$ cat config.mk
export PLATFORM = sky130hd
export DESIGN_NAME = alu_exec_unit
export DESIGN_NICKNAME = d
export VERILOG_FILES = /design/src/rtl/alu_exec_unit.sv
export SDC_FILE = /design/constraint.sdc
export NUM_CORES = 1
export LEC_CHECK = 0
export CAP_MARGIN = 20
export CORE_MARGIN = 1.5
export CORE_UTILIZATION = 30
export CTS_BUF_LIST = sky130_fd_sc_hd__clkbuf_4 sky130_fd_sc_hd__clkbuf_8
export CTS_CLUSTER_DIAMETER = 150
export DETAILED_ROUTE_END_ITERATION = 7
export HOLD_SLACK_MARGIN = 0.1
export SLEW_MARGIN = 10
export SYNTH_ARGS = -nofsm -noshare
export SYNTH_HDL_FRONTEND = slang
export SYNTH_SLANG_ARGS = --single-unit
$ cat constraint.sdc
create_clock -name clk -period 10.8 [get_ports clk]
set_input_delay 2.7 -clock clk [delete_from_list [all_inputs] [get_ports clk]]
set_output_delay 2.7 -clock clk [all_outputs]
set_load 0.005 [all_outputs]
$ cat src/rtl/alu_exec_unit.sv
// ---------------------------------------------------------------------------
// alu_exec_unit
//
// Execute-stage ALU for the MIPS datapath. AND/OR/ADD/SUB/SLT finish in one
// cycle. MUL is an iterative shift-add multiply that takes WIDTH iteration
// cycles. A start/busy/done handshake lets the pipeline controller stall
// while a multiply is running.
//
// Ports:
//   clk          rising-edge clock
//   rst_n        asynchronous active-low reset; aborts any operation
//   start        operation request, sampled only while busy is low
//   ALU_Control  3-bit operation code from the ALU control decoder
//   a, b         WIDTH-bit operands (rs, rt/immediate)
//   result       registered result, held between completions
//   zero         registered flag, high when result is zero
//   busy         high while a MUL is iterating
//   done         one-cycle pulse on each result update
// ---------------------------------------------------------------------------
module alu_exec_unit #(
  parameter int WIDTH = 32
) (
  input  logic             clk,
  input  logic             rst_n,
  input  logic             start,
  input  logic [2:0]       ALU_Control,
  input  logic [WIDTH-1:0] a,
  input  logic [WIDTH-1:0] b,
  output logic [WIDTH-1:0] result,
  output logic             zero,
  output logic             busy,
  output logic             done
);

  localparam int CW = $clog2(WIDTH);

  localparam logic [0:0] ST_IDLE = 1'b0;
  localparam logic [0:0] ST_MUL  = 1'b1;

  localparam logic [2:0] OP_AND = 3'b000;
  localparam logic [2:0] OP_OR  = 3'b001;
  localparam logic [2:0] OP_ADD = 3'b010;
  localparam logic [2:0] OP_SUB = 3'b100;
  localparam logic [2:0] OP_SLT = 3'b110;
  localparam logic [2:0] OP_MUL = 3'b101;

  localparam logic [CW-1:0] CNT_LAST = CW'(WIDTH - 1);
  localparam logic [CW-1:0] CNT_ONE  = CW'(1);
  localparam logic [WIDTH-1:0] ZERO_W = {WIDTH{1'b0}};

  // Single-cycle operations; unused codes (011, 111) fall through to ADD.
  function automatic logic [WIDTH-1:0] alu_single(
    input logic [2:0]       op,
    input logic [WIDTH-1:0] x,
    input logic [WIDTH-1:0] y
  );
    logic [WIDTH-1:0] r;
    case (op)
      OP_AND:  r = x & y;
      OP_OR:   r = x | y;
      OP_ADD:  r = x + y;
      OP_SUB:  r = x - y;
      OP_SLT:  r = {{(WIDTH-1){1'b0}}, ($signed(x) < $signed(y))};
      default: r = x + y;
    endcase
    return r;
  endfunction

  logic [0:0]       state_r;
  logic [WIDTH-1:0] mcand_r;
  logic [WIDTH-1:0] mplier_r;
  logic [WIDTH-1:0] acc_r;
  logic [CW-1:0]    cnt_r;
  logic [WIDTH-1:0] result_r;
  logic             zero_r;
  logic             done_r;

  logic [WIDTH-1:0] single_s;
  logic [WIDTH-1:0] acc_sum_s;

  // Combinational datapath: single-cycle result and the next accumulator value.
  always_comb begin
    single_s = alu_single(ALU_Control, a, b);
    if (mplier_r[0]) begin
      acc_sum_s = acc_r + mcand_r;
    end else begin
      acc_sum_s = acc_r;
    end
  end

  // Control FSM, multiply datapath and registered outputs.
  always_ff @(posedge clk or negedge rst_n) begin
    if (!rst_n) begin
      state_r  <= ST_IDLE;
      mcand_r  <= ZERO_W;
      mplier_r <= ZERO_W;
      acc_r    <= ZERO_W;
      cnt_r    <= {CW{1'b0}};
      result_r <= ZERO_W;
      zero_r   <= 1'b1;
      done_r   <= 1'b0;
    end else begin
      done_r <= 1'b0;
      case (state_r)
        ST_IDLE: begin
          if (start) begin
            if (ALU_Control == OP_MUL) begin
              // Operands are captured here so a/b may change during the multiply.
              mcand_r  <= a;
              mplier_r <= b;
              acc_r    <= ZERO_W;
              cnt_r    <= {CW{1'b0}};
              state_r  <= ST_MUL;
            end else begin
              result_r <= single_s;
              zero_r   <= (single_s == ZERO_W);
              done_r   <= 1'b1;
            end
          end
        end
        ST_MUL: begin
          acc_r    <= acc_sum_s;
          mcand_r  <= mcand_r << 1;
          mplier_r <= mplier_r >> 1;
          cnt_r    <= cnt_r + CNT_ONE;
          // Last iteration: the sum computed this cycle is the final product.
          if (cnt_r == CNT_LAST) begin
            result_r <= acc_sum_s;
            zero_r   <= (acc_sum_s == ZERO_W);
            done_r   <= 1'b1;
            state_r  <= ST_IDLE;
          end
        end
        default: begin
          state_r <= ST_IDLE;
        end
      endcase
    end
  end

  assign result = result_r;
  assign zero   = zero_r;
  assign busy   = (state_r == ST_MUL);
  assign done   = done_r;

endmodule
After elaboration in Yosys (flattened, before gate mapping):

Index checks and enable logic that the tools add are counted.

* logic and storage cells: 60
* output and inout port bits: 35
* register bits: 136

* bitwise operators: 3
* equal/unequal tests: 9
* mux-type cells: 30
* order comparisons: 1
* reduce and logical (&&, ||, !) cells: 5
* $add $sub $neg: 4

Operators by type and width (count)
* two-way mux 32 bit: 10
* case mux 32 bit (2 select lines): 4
* case mux 32 bit (4 select lines): 1
* adder 32 bit: 2
* zero test 32 bit: 2
* bitwise AND 32 bit: 1
* < comparator 32 bit: 1
* OR 32 bit: 1
* subtractor 32 bit: 1
* two-way mux 5 bit: 2
* case mux 5 bit (2 select lines): 1
* equality test 3 bit, second input constant: 3
* two-way mux 1 bit: 9
* != test 2 bit, second input constant: 3
* case mux 1 bit (2 select lines): 3
* adder 5 x 1 -> 5 bit, second input constant: 1
* equality test 5 bit, second input constant: 1
* equality test 3 x 1 -> 1 bit, second input constant: 1
* zero test 3 bit: 1
* AND reduction 3 bit: 1
* != test 2 x 1 -> 1 bit, second input constant: 1
* AND reduction 2 bit: 1
* inverter 1 bit: 1

Longest topological paths before layout:

Gate-level depths: netlist (run 1).

* word-level depth: 6
* gate-level depth with buffers: 16
* depth with buffers taken out: 16

Worst setup path after synthesis (run 1):

Ideal clock, no wire load.

* kind: in2reg
* start: input b[1]
* end: register zero_r (netlist: zero)
* path slack: 4.966 ns
* setup time: 0.075 ns
* arrival time: 5.759 ns
* stages: 14
* path through: inv_1 -> ha_1 -> o21ba_2 -> or4_4 -> a21o_1 -> and4bb_1 -> o21a_1 -> o31ai_1 -> xnor2_1 -> a221oi_1 -> or4b_1 -> nor4_1 -> nand4_1 -> o211ai_2

* cells in the longest elaborated chain, start to end: 6
* elaborated cells on any way between the ends: 10
* those cells by class: add/sub (2); order compare (1); mux (4); bitwise (2); reduce/logical (1)

RTL lines
* from (decl): line 28 `input logic [WIDTH-1:0] b,`
* adder 32 bit, or another cell as far along: line 61, 64
* case mux 32 bit (4 select lines) *: line 58 `case (op)`
* zero test 32 bit *: line 116 `zero_r <= (single_s == ZERO_W);`
* two-way mux 1 bit *: line 107 `if (ALU_Control == OP_MUL) begin`
* two-way mux 1 bit *: line 106 `if (start) begin`
* case mux 1 bit (2 select lines) *: line 104 `case (state_r)`
* to (signal assigned): line 116
* to (signal assigned): line 129 `zero_r <= (acc_sum_s == ZERO_W);`
* to (decl): line 75 `logic zero_r;`

Mark *: on every way between the ends. The rest lies on a longest branch, timed or not. The select of a mux whose other input is x is not followed.
A chain may end at the register's enable or synchronous reset.

Worst setup path after layout (run 1):

* start: input b[0]
* end: register zero_r (netlist: zero)

Same word-level chain as after synthesis.

==> summary.txt, run 1 <==
Status
  • Status: completed

GRT
  • Initial antenna violation count: 0
  • First-pass GRT wire length: 77110 microns
  • Overall Global Routing Usage: a little over a fifth
  • Largest net degree at the start of global routing: 90
  • Number of global-route vias before repair: approximately 13000
  • Grt ovf: 0

STA
  • Final Hold Viols: 0
  • Worst hold slack: 0.4853 ns
  • Skew final: around 0.016 ns
  • RSZ-0062 raised after global routing: false
  • Worst-Margin Slew: 1.088 ns
  • Minimum clock period after layout: 6.620 ns
  • Normalized max-slew margin: 27.44%
  • Fmax: between 150 and 200 MHz
  • Post-route setup TNS: 0 ns
  • # setup viols final: 0
  • Final slew viol count: 0
  • Final period util: ~61%

Yosys
  • Synthesized area per cell: 7.310 sq um
  • Yosys top cell area share: 24.91%
  • Ranking of synthesized cells by area: dfrtp_1 (25%), ha_1 (12%), a21oi_1 (7.6%)
  • Seq/Total Area, Yosys: between 20% and 30%
  • YS warnings: 0
  • Synthesized cell area: 13560 sq um
  • Synthesized instance count: 1855
  • Area leader, netlist: dfrtp_1
  • Post-synth net total: 2057
  • Yosys cell types: 85
  • Post-synthesis register bit count: 136
  • Post-synth EDFFs: 0
  • Main synth FF type: dfrtp_1
  • Async set-reset flop share out of synthesis: 100.0%

Floorplanning
  • Die width: ~220 microns
  • Starting density of the core: between 30% and 40%
  • Core area: 44410 sq um
  • Die H: between 200 and 250 microns
  • Total Die Area: 46490 sq um
  • Core Rows: 77
  • Boundary Pins: 105

Finish
  • Fillers: 4692
  • Final nets: 2083
  • Layout cell share with drive strength beyond 1: approximately 4.9%
  • Multi-input logic area: 9308 sq um
  • Most common cell after layout, fill and taps aside: nand2_1
  • Diode count: 0
  • Area growth, synth to finish: 14.03%
  • Sequential Area: around 3400 sq um
  • Most frequent cells in the layout: nand2_1 (234), nor2_1 (209), a21oi_1 (207)

Placed design
  • DP Wirelength: 37600 microns
  • Routability cong.: between 0.9 and 1
  • I/O Buffers: 104

Clocking
  • CTS tree: built
  • Cts hold-fix bufs: 0
  • CTS Buf Count: 17
  • Post-CTS setup buffers: 0
  • Post-cts sizing count: 0
  • Depth of the CTS H-tree: 4
  • Worst-path clk slew: 0.09 ns
  • Worst-case clock buffer depth: 2
  • Clk root buf: clkbuf_8
  • Skew-Pair Late Insertion Delay: 0.53 ns
  • Clock sinks: approximately 140

Hold path
  • Min-delay worst type: flop to flop

Worst setup path
  • CP max FO: 5
  • CP arrival: between 7 and 8 ns
  • Kind of critical path: input pin to flop
  • CP Launch Type: input pin
  • Crit end category: flop
  • Worst Path Required: between 10 and 15 ns

Pwr
  • Sw Share: 46.10%
  • Internal Power: approximately 0.0016 W
  • P_leak: 6.697 nW
  • Psw: 0.001357 W
  • Tot Pwr: between 0.002 and 0.003 W
  • Pwr dens: 190.3 nW/um^2
  • Logic pwr share: 53.1%
  • Worst vdd ir: between 0.08 and 0.09 mV
  • Flop pwr share: 29.7%
  • Clk pwr share: 17.2%

Routing
  • DRT iter0 DRCs: 1386
  • # DRC: 0
  • 1st-pass router iterations: 6
  • Per-cell routed wire length: 19.84 microns
  • WL final: 49330 microns
  • Final ANT Viol Nets: 0
  • Vias per inst: 5.641
  • Total number of vias: 14020

Flow run
  • MaxCap Viol Count: 0
==> worst max-delay path, cell delays in order <==
cell             delay, ns
clkdlybuf4s50_1       0.53
ha_1                  0.29
fa_1                  0.42
a21oi_1               0.22
o211ai_1              0.20
a211oi_2              0.45
o21ai_0               0.20
a221o_1               0.38
a21oi_1               0.34
o211ai_1              0.16
nor4b_1               0.36
nand4_1               0.20
nor4_1                0.28
nand4_1               0.15
o211ai_2              0.17
==> cell usage after synthesis, types with 12 or more instances <==
library cell    n
a211oi_1       28
a21o_1         29
a21oi_1       207
a31oi_1        24
and2_1         12
buf_2          16
clkbuf_1       83
dfrtp_1       135
ha_1          129
inv_1         109
mux2i_1        20
nand2_1       235
nand2b_1       15
nand3_1        31
nand4_1        17
nor2_1        210
nor2b_1        22
nor3_1         24
o2111ai_1      12
o211ai_1       22
o21a_1         25
o21ai_0       174
o31ai_1        17
or2_2          14
xnor2_1        13
==> power groups by stage <==
stage / combinational, W / clock (W) / sequential (W)
final: 0.00156 / 0.000506 / 0.000873
after detailed placement: 0.00155 / 0 / 0.000884
after floorplan: 0.00107 / 0 / 0.000817
after CTS: 0.00155 / 0.000519 / 0.000876
after global routing: 0.00173 / 0.000538 / 0.000903
after global placement: 0.00153 / 0 / 0.000879
==> cells by family (layout without fill, tap and decap cells) <==
kind of cell	Yosys count	count (layout)	share of synthesized area (%)
mux	28	28	2.141
compound gates	665	665	30.74
xor+xnor	22	22	1.421
buf+inv	223	262	6.385
flops	136	136	25.11
fa+ha+maj	132	132	12.35
simple gates	649	649	21.86
==> flip-flops by register name (all words and copies together) (netlist names) <==
signal    flops
acc_r        32
busy          1
cnt_r         5
done          1
mcand_r      32
mplier_r     32
result       32
zero          1
==> stage by stage <==
stage | area (sq um) | util (%) | setup WS [ns] | instances
floorplan | 13560 | - | 4.966 | 1855
global placement | 15020 | 33.83 | 3.790 | 2454
detailed placement | 15020 | 33.83 | 3.731 | 2454
CTS | 15460 | 34.82 | 4.273 | 2486
global route | 15460 | 34.82 | 3.924 | 2486
finish | 15460 | 34.82 | 4.180 | 2486
==> layout make-up <==
class / instances / area share [%]
clock inverter: 13 / 1.238
timing repair buffer: 119 / 7.436
clock buffer: 19 / 1.610
tap: 592 / 4.790
sequential: 136 / 22.04
multi-input combinational: 1496 / 60.19
inverter: 111 / 2.694
==> per-layer routing <==
| metal | track usage [%] | vias up | wire length (microns) |
|---|---|---|---|
| met4 | 7.040 | 0 | 1301 |
| met5 | 0 | - | 0 |
| met2 | 32.25 | 545 | 21580 |
| met1 | 29.49 | 6694 | 22690 |
| met3 | 4.327 | 73 | 3762 |
| li1 | - | 6712 | - |
==> worst paths after layout <==
path / cells past startpoint / slack [ns] / start / end
worst max register to register: 14 / 6.37 / mcand_r[0] / zero
max in group asynchronous: 2 / 7.35 / rst_n / busy
worst min-delay path: 2 / 0.49 / result[24] / result[24]
worst max-delay path: 15 / 4.18 / b[0] / zero
min in group asynchronous: 1 / 2.24 / rst_n / mplier_r[10]
worst min register to register: 2 / 0.49 / result[24] / result[24]
Note: power is estimated with default switching activity, not from simulation.
==> run 2, diff against run 1 <==
Clock period 10.8 ns to 5.3 ns, I/O delays scaled along.
==> summary.txt, run 2 (same netlist as run 1, synthesis figures left out) <==
Worst setup path
  • Kind of critical path: input pin to flop
  • CP arrival: 5.42 ns (-1.64 ns)
  • Reg2reg end: zero
  • Worst Path Required: 5.74 ns (-5.50 ns)
  • R2r startpoint: mcand_r[0]
  • Worst reg-to-reg setup slack: 0.90 ns (-5.47 ns)
  • Crit end category: flop
  • CP Launch Type: input pin
  • FF-to-FF path depth: 14 (unchanged)
  • CP max FO: 5 (unchanged)

Finish
  • Final nets: 2193 (+5.3%)
  • Final instance area: 16280 sq um (+5.3%)
  • Layout cell share with drive strength beyond 1: 10.08% (+5.2 points)
  • Area growth, synth to finish: 20.02%
  • Most common cell after layout, fill and taps aside: nand2_1
  • Most frequent cells in the layout: nand2_1 (234), nor2_1 (210), a21oi_1 (207)

GRT
  • Number of global-route vias before repair: 13730 (+3.6%)
  • Largest net degree at the start of global routing: 101 (+12%)
  • First-pass GRT wire length: 77780 microns (+0.86%)
  • Initial antenna violation count: 3 (+3)
  • Overall Global Routing Usage: 21.24% (+0.13 points)
  • Grt ovf: 0 (unchanged)

Floorplanning
  • Die width: 215.6 microns (unchanged)
  • Starting density of the core: 30.53% (unchanged)
  • Die H: 215.6 microns (unchanged)
  • Core Rows: 77 (unchanged)
  • Boundary Pins: 105 (unchanged)
  • Total Die Area: 46490 sq um (unchanged)
  • Core area: 44410 sq um (unchanged)

Pwr
  • Pwr dens: 370.8 nW/um^2 (+95%)
  • Logic pwr share: 54.8% (+1.7 points)
  • Clk pwr share: 16.0% (-1.2 points)
  • Tot Pwr: 0.006035 W (+110%)
  • Worst vdd ir: 0.1922 mV (+130%)
  • Sw Share: 46.24% (+0.13 points)
  • Psw: 0.002790 W (+110%)
  • P_leak: 7.224 nW (+7.9%)
  • Internal Power: 0.003244 W (+100%)
  • Flop pwr share: 29.2% (-0.5 points)

Clocking
  • Clk root buf: clkbuf_8
  • CTS Buf Count: 17 (unchanged)
  • Post-CTS setup buffers: 0 (unchanged)
  • Skew-Pair Late Insertion Delay: 0.52 ns (about the same)
  • CTS tree: built
  • Post-cts sizing count: 0 (unchanged)
  • Clock sinks: 136 (unchanged)
  • Worst-path clk slew: 0.11 ns (+0.02 ns)
  • Worst-case clock buffer depth: 2 (unchanged)
  • Depth of the CTS H-tree: 4 (unchanged)
  • Cts hold-fix bufs: 0 (unchanged)

Flow run
  • MaxCap Viol Count: 0 (unchanged)

Hold path
  • Hold path startpoint: mplier_r[18]
  • Hold depth: 2 (unchanged)
  • Hold endpoint: mplier_r[17]
  • Min-delay worst type: flop to flop

STA
  • Final slew viol count: 0 (unchanged)
  • Post-route setup TNS: 0 ns (unchanged)
  • # setup viols final: 0 (unchanged)
  • Final Hold Viols: 0 (unchanged)
  • Worst hold slack: 0.4759 ns (-0.009419 ns)
  • Fmax: 201.0 MHz
  • Final period util: 93.89%
  • Minimum clock period after layout: between 4 and 5 ns
  • RSZ-0062 raised after global routing: false
  • Skew final: 0.02289 ns (+0.006963 ns)
  • Worst-Margin Slew: 0.9037 ns (-0.1848 ns)
  • Normalized max-slew margin: 39.76% (+12 points)

Routing
  • Per-cell routed wire length: 19.07 microns (-3.9%)
  • Vias per inst: 5.490 (-2.7%)
  • 1st-pass router iterations: 6 (unchanged)
  • # DRC: 0 (unchanged)
  • Final ANT Viol Nets: 0 (unchanged)
  • WL final: 49520 microns (+0.38%)
  • DRT iter0 DRCs: 1250 (-9.8%)
  • Total number of vias: 14260 (+1.7%)

Placed design
  • Routability cong.: 0.9705 (+1.2%)
  • Placed cell area: 15860 sq um (+5.6%)
  • DP Wirelength: 38530 microns (+2.5%)
  • I/O Buffers: 104 (unchanged)

Status
  • Status: completed
## run 2: worst max-delay path by stage
stage | slack (ns) | cells after the start | start | end
final | 0.32 | 14 | b[0] | zero
after global routing | 0.08 | 15 | b[0] | zero
after CTS | 0.37 | 15 | b[0] | zero
after detailed placement | -0.15 | 15 | b[0] | zero
after global placement | -0.12 | 15 | b[0] | zero
after floorplan | 0.84 | 14 | b[1] | zero
## run 2: final cells by class
cell class	count	area, sq um
antenna	1	2.502
clock buffer	17	234.0
clock inverter	15	180.2
fill	4650	28140
inverter	111	416.7
multi-input combinational	1496	9305
sequential	136	3408
tap	592	740.7
timing repair buffer	229	1988
## run 2: power groups by stage
stage                     Combinational [W]  Sequential, W  Clock [W]
after floorplan                     0.00217        0.00166          0
final                               0.00331        0.00176   0.000965
after global placement              0.00323        0.00177          0
after CTS                           0.00329        0.00176   0.000994
after global routing                0.00367        0.00182    0.00103
after detailed placement            0.00328        0.00178          0
## run 2: worst max-delay path, cell delays in order
cell and delay, ns:
clkdlybuf4s50_1 0.51, ha_1 0.26, fa_1 0.39, a21oi_1 0.22, o211ai_1 0.20, a211oi_2 0.44, o21a_1 0.28, a311oi_2 0.17
o31ai_1 0.27, a22oi_1 0.15, or4b_1 0.55, nor4_1 0.32, nand4_1 0.16, o211ai_2 0.15
## run 2: stage by stage
stage / util (%) / std cells / setup WS, ns
final: 36.65 / 2597 / 0.3240
after global routing: 36.65 / 2597 / 0.08177
after CTS: 36.64 / 2596 / 0.3716
after detailed placement: 35.71 / 2564 / -0.1492
after global placement: 35.71 / 2564 / -0.1203
after floorplan: - / 1855 / 0.8414
## run 2: metal layers
metal	up-vias	GRT usage, %	part of all wire, %
li1	6934	-	-
met1	6781	29.31	46
met2	480	33.90	46
met3	61	3.354	5.9
met4	2	6.480	2.0
met5	-	0	0.024
